### src/rtl/shift_add_mult_pkg.sv
// Shared definitions for the shift-and-add multiplier.
// Holds the FSM state encoding used by the RTL and the bench,
// plus a helper that sizes the iteration counter.
package shift_add_mult_pkg;

    typedef enum logic [1:0] {
        IDLE = 2'd0,
        RUN  = 2'd1,
        DONE = 2'd2
    } state_t;

    // Counter width able to hold the value 'n' without wrapping.
    function automatic int cnt_width(input int n);
        return (n < 2) ? 1 : $clog2(n + 1);
    endfunction

endpackage

### src/rtl/shift_add_mult_adder.sv
// Adder: plain unsigned ripple adder with carry in and carry out.
// Ports:
//   in0, in1 : DATA_WIDTH-bit operands
//   cin      : carry in
//   sum      : DATA_WIDTH-bit sum
//   cout     : carry out
module Adder #(
    parameter int DATA_WIDTH = 8
) (
    input  logic [DATA_WIDTH-1:0] in0,
    input  logic [DATA_WIDTH-1:0] in1,
    input  logic                  cin,
    output logic [DATA_WIDTH-1:0] sum,
    output logic                  cout
);

    always_comb begin
        {cout, sum} = {1'b0, in0} + {1'b0, in1} + {{DATA_WIDTH{1'b0}}, cin};
    end

endmodule

### src/rtl/shift_add_mult.sv
// shift_add_mult: sequential unsigned multiplier, one partial product per cycle.
// Ports:
//   clk     : clock, rising edge
//   rst     : synchronous active-high reset
//   start   : begin a multiply (only honoured in IDLE)
//   in0     : multiplicand, captured on accepted start
//   in1     : multiplier, captured on accepted start
//   busy    : high while RUN or DONE
//   done    : one-cycle pulse, product valid
//   product : 2*DATA_WIDTH-bit result, held until next completion
module shift_add_mult
    import shift_add_mult_pkg::*;
#(
    parameter int DATA_WIDTH = 8
) (
    input  logic                    clk,
    input  logic                    rst,
    input  logic                    start,
    input  logic [DATA_WIDTH-1:0]   in0,
    input  logic [DATA_WIDTH-1:0]   in1,
    output logic                    busy,
    output logic                    done,
    output logic [2*DATA_WIDTH-1:0] product
);

    localparam int CW = cnt_width(DATA_WIDTH);

    state_t                  state, state_nxt;
    logic [2*DATA_WIDTH-1:0] acc;
    logic [2*DATA_WIDTH-1:0] acc_shift;
    logic [DATA_WIDTH-1:0]   mcand;
    logic [CW-1:0]           cnt;
    logic [DATA_WIDTH-1:0]   sum;
    logic                    cout;
    logic [DATA_WIDTH-1:0]   upper;
    logic                    upper_c;
    logic                    last;

    Adder #(.DATA_WIDTH(DATA_WIDTH)) u_adder (
        .in0  (acc[2*DATA_WIDTH-1:DATA_WIDTH]),
        .in1  (mcand),
        .cin  (1'b0),
        .sum  (sum),
        .cout (cout)
    );

    // The adder carry becomes the new MSB after the shift, so nothing is lost.
    always_comb begin
        upper_c = 1'b0;
        upper   = acc[2*DATA_WIDTH-1:DATA_WIDTH];
        if (acc[0]) begin
            upper_c = cout;
            upper   = sum;
        end
        acc_shift = {upper_c, upper, acc[DATA_WIDTH-1:1]};
        last      = (cnt == CW'(DATA_WIDTH - 1));
    end

    always_comb begin
        state_nxt = state;
        case (state)
            IDLE:    if (start) state_nxt = RUN;
            RUN:     if (last)  state_nxt = DONE;
            DONE:    state_nxt = IDLE;
            default: state_nxt = IDLE;
        endcase
    end

    always_ff @(posedge clk) begin
        if (rst) state <= IDLE;
        else     state <= state_nxt;
    end

    // busy/done are registered copies of the next state's decode, so they
    // line up with the state register exactly.
    always_ff @(posedge clk) begin
        if (rst) begin
            busy    <= 1'b0;
            done    <= 1'b0;
            product <= '0;
            acc     <= '0;
            mcand   <= '0;
            cnt     <= '0;
        end else begin
            busy <= (state_nxt != IDLE);
            done <= (state_nxt == DONE);
            case (state)
                IDLE: begin
                    if (start) begin
                        mcand <= in0;
                        acc   <= {{DATA_WIDTH{1'b0}}, in1};
                        cnt   <= '0;
                    end
                end
                RUN: begin
                    acc <= acc_shift;
                    cnt <= cnt + CW'(1);
                    if (last) product <= acc_shift;
                end
                default: ;
            endcase
        end
    end

endmodule

### config.mk
export PLATFORM = sky130hd
export DESIGN_NAME = shift_add_mult
export DESIGN_NICKNAME = d
export VERILOG_FILES = /design/src/rtl/shift_add_mult_pkg.sv /design/src/rtl/shift_add_mult_adder.sv /design/src/rtl/shift_add_mult.sv
export SDC_FILE = /design/constraint.sdc
export NUM_CORES = 1
export LEC_CHECK = 0
export CORE_ASPECT_RATIO = 1.2
export CORE_UTILIZATION = 50
export DETAILED_ROUTE_END_ITERATION = 10
export DONT_BUFFER_PORTS = 1
export PLACE_DENSITY_LB_ADDON = 0.05
export SLEW_MARGIN = 20
export SYNTH_ARGS = -nofsm -noshare
export SYNTH_HDL_FRONTEND = slang
export SYNTH_SLANG_ARGS = --single-unit
### constraint.sdc
create_clock -name clk -period 3.5 [get_ports clk]
set_input_delay 0.875 -clock clk [delete_from_list [all_inputs] [get_ports clk]]
set_output_delay 0.875 -clock clk [all_outputs]
set_load 0.01 [all_outputs]
==> impl_metrics.ini <==
[outcome]
outcome = complete, no violations

[timing]
finalSetupViolations = 0
post-route-period-util_pct = 61.74
max_slew_margin_pct = 41.52
rsz0062_at_grt = false
hold_viol = 0
period_needed_ns = 2.161
skew_ns = 0.007652
fin_ws_ns = 1.339
slew_viol_final = 0
setup_tns_ns = 0
worst_pin_slew_ns = 0.8740
max_freq_mhz = 462.8

[placement]
place_area_sq_um = 2322
pre_cts_slack_ns = 1.363
portBuffers = 0
place_hpwl_um = 3561
routabilityCongestion = 0.8413

[drt]
vias_per_cell = 5.827
routed-via-count = 1917
avgRoutedWirePerCell_um = 15.58
drt_wl_total_um = 5126
first_iter_violations = 103
post-route-drc-count = 0
ant_nets = 0
drtPass1Iterations = 4

[finish]
utilization_pct = 56.65
multiInputGateArea_sq_um = 1242
fillers = 413
area_growth_pct = 6.467
diodes = 0
seq_area_sq_um = 960.9
final_cell_area_sq_um = 2451
layout.nets = 302
drive_gt1_share_pct = 6.593

[critical_path]
path_buf_inv = 1
end_kind = register
crit_start = acc[8]
rrSetupSlack_ns = 1.34
worstPathMaxFanout = 4
crit_top_cell = a21oi_1
reg2reg_from = acc[8]
max_stage_delay_ns = 0.38
cp.arrival_ns = 2.31
critPathKind = register to register
worstPathRequired_ns = 3.65
cp_slowest_cell = fa_1
cp_cell_sequence = ha_1, inv_1, fa_1, nand2b_1, a21oi_1, nor4b_1, nor4_1, a21oi_1
cp-endpoint = product[13]
cp_top_family = simple AND/OR/NAND/NOR gates
r2r-end = product[13]
cp.depth = 8
cp-start-kind = register
r2r_cells = 8

[clock_tree]
post_cts_resized = 0
cts.sinks = 48
cts_setup_buffers = 0
cts_max_level = 2
clockBufferDepth = 2
root_buffer = clkbuf_8
tritoncts = done
clk_pin_slew_ns = 0.09
ctsHoldBuffers = 0
clk_latency_ns = 0.30
cts-buffers-inserted = 5

[synthesis]
yosysTopAreaCell = dfxtp_1
synth.distinct_cells = 51
synthCells = 279
synth_top_flop_cell = dfxtp_1
yosys-top-cells-count = 48 x dfxtp_1, 46 x nand2_1, 32 x a21oi_1, 29 x nor2_1, 15 x o21ai_0
synth-seq-cells = 48
synth_most_common_cell = dfxtp_1
yosys-top-cells-area = dfxtp_1 42%, nand2_1 7.5%, a21oi_1 7.0%
synth_seq_area_share_pct = 41.74
synth_top_area_share_pct = 41.74
yosysWarnings = 0
postSynth.asyncResetShare_pct = 0
syn-num-nets = 308
syn-mean-instance-area_sq_um = 8.252
synth_area_sq_um = 2302
synth_edf_count = 0

[power]
pwr-share-clk_pct = 40.8
ir_drop_uv = 177.1
p_leak_uw = 0.0008774
swShare_pct = 22.37
power_frac_comb_pct = 8.0
cellPowerDensity_nw_per_um2 = 463.3
switchingPower_uw = 254.0
cell_internal_pwr_uw = 881.6
pwr-share-seq_pct = 51.2

[grt]
grt_usage_pct = 22.85
antenna_found_initial = 0
grt_pass1_wl_um = 8714
grt_max_degree = 51
overflow = 0
grt_pass1_vias = 1867

[floorplan]
die_w_um = 63.95
start_util_pct = 53.21
core_sq_um = 4327
rows = 26
io_pins = 37
die_area_sq_um = 4881
fp.dieH_um = 76.33

[worst_hold_path]
min_path_cells = 2
worstHoldStart = acc[1]
hold_path.class = register to register

[job]
cap_violations = 0
[state kept, by name (all words and copies together) (netlist names)]
signal / flops
done: 1
state: 2
cnt: 4
busy: 1
acc: 16
product: 16
mcand: 8
[power by group through the flow]
stage / registers, uW / logic, uW / clock network [uW]
6_report: 581 / 90.9 / 463
5_1_grt: 584 / 104 / 499
4_1_cts: 581 / 91.1 / 477
3_5_place_dp: 594 / 90.9 / 0
3_3_place_gp: 594 / 89.5 / 0
2_1_floorplan: 586 / 83.8 / 0
[tightest hold or removal path, stage by stage (launching register included)]
cell and delay [ns]:
dfxtp_1 0.32, nand2_1 0.06, a21oi_1 0.05
[routing by layer]
| layer | GRT usage (%) | up-vias | share of wire [%] |
|---|---|---|---|
| met3 | 5.689 | 12 | 5.6 |
| li1 | - | 985 | - |
| met2 | 36.60 | 56 | 46 |
| met5 | 0 | - | 0 |
| met1 | 28.30 | 864 | 46 |
| met4 | 10.91 | 0 | 2.6 |
[final cells by class]
class	instances	area share (%)
timing repair buffer	3	0.9188
clock buffer	5	2.808
multi-input combinational	208	50.69
clock inverter	2	2.450
tap	56	2.859
inverter	7	1.072
sequential	48	39.20
[cell families after synthesis]
family	synth area share (%)
AOI/OAI and AO/OA	23.97
buffers and inverters	4.294
DFF	41.74
adders and majority gates	5.761
xor gates and xnor gates	0.3805
and+or+nand+nor	21.85
muxes	2.011
[worst min path at each step]
stage / end / slack [ns]
CTS: product[0] / 0.47
global placement: product[5] / 0.45
finish: product[0] / 0.46
floorplan: product[0] / 0.43
global route: product[0] / 0.48
detailed placement: product[0] / 0.45
[cell usage in the layout (no fill, tap or decap), drive strengths merged, types with 4 or more instances in the layout]
cell	Yosys	final
dfxtp	48	48
nand2	46	46
a21oi	32	32
nor2	29	29
o21ai	16	16
ha	9	9
inv	7	7
nand3b	6	6
a211oi	6	6
nor2b	5	5
clkbuf	7	5
nand2b	4	4
a32oi	4	4
o22ai	4	4
o41ai	4	4
[through the flow]
step           hold WS [ns]  cells  total power (uW)
2_1_floorplan        0.4319    279             669.6
3_3_place_gp         0.4528    322             683.8
3_5_place_dp         0.4533    322             685.2
4_1_cts              0.4666    329              1149
5_1_grt              0.4841    329              1187
6_report             0.4614    329              1136
(Power assumes the default switching activity.)
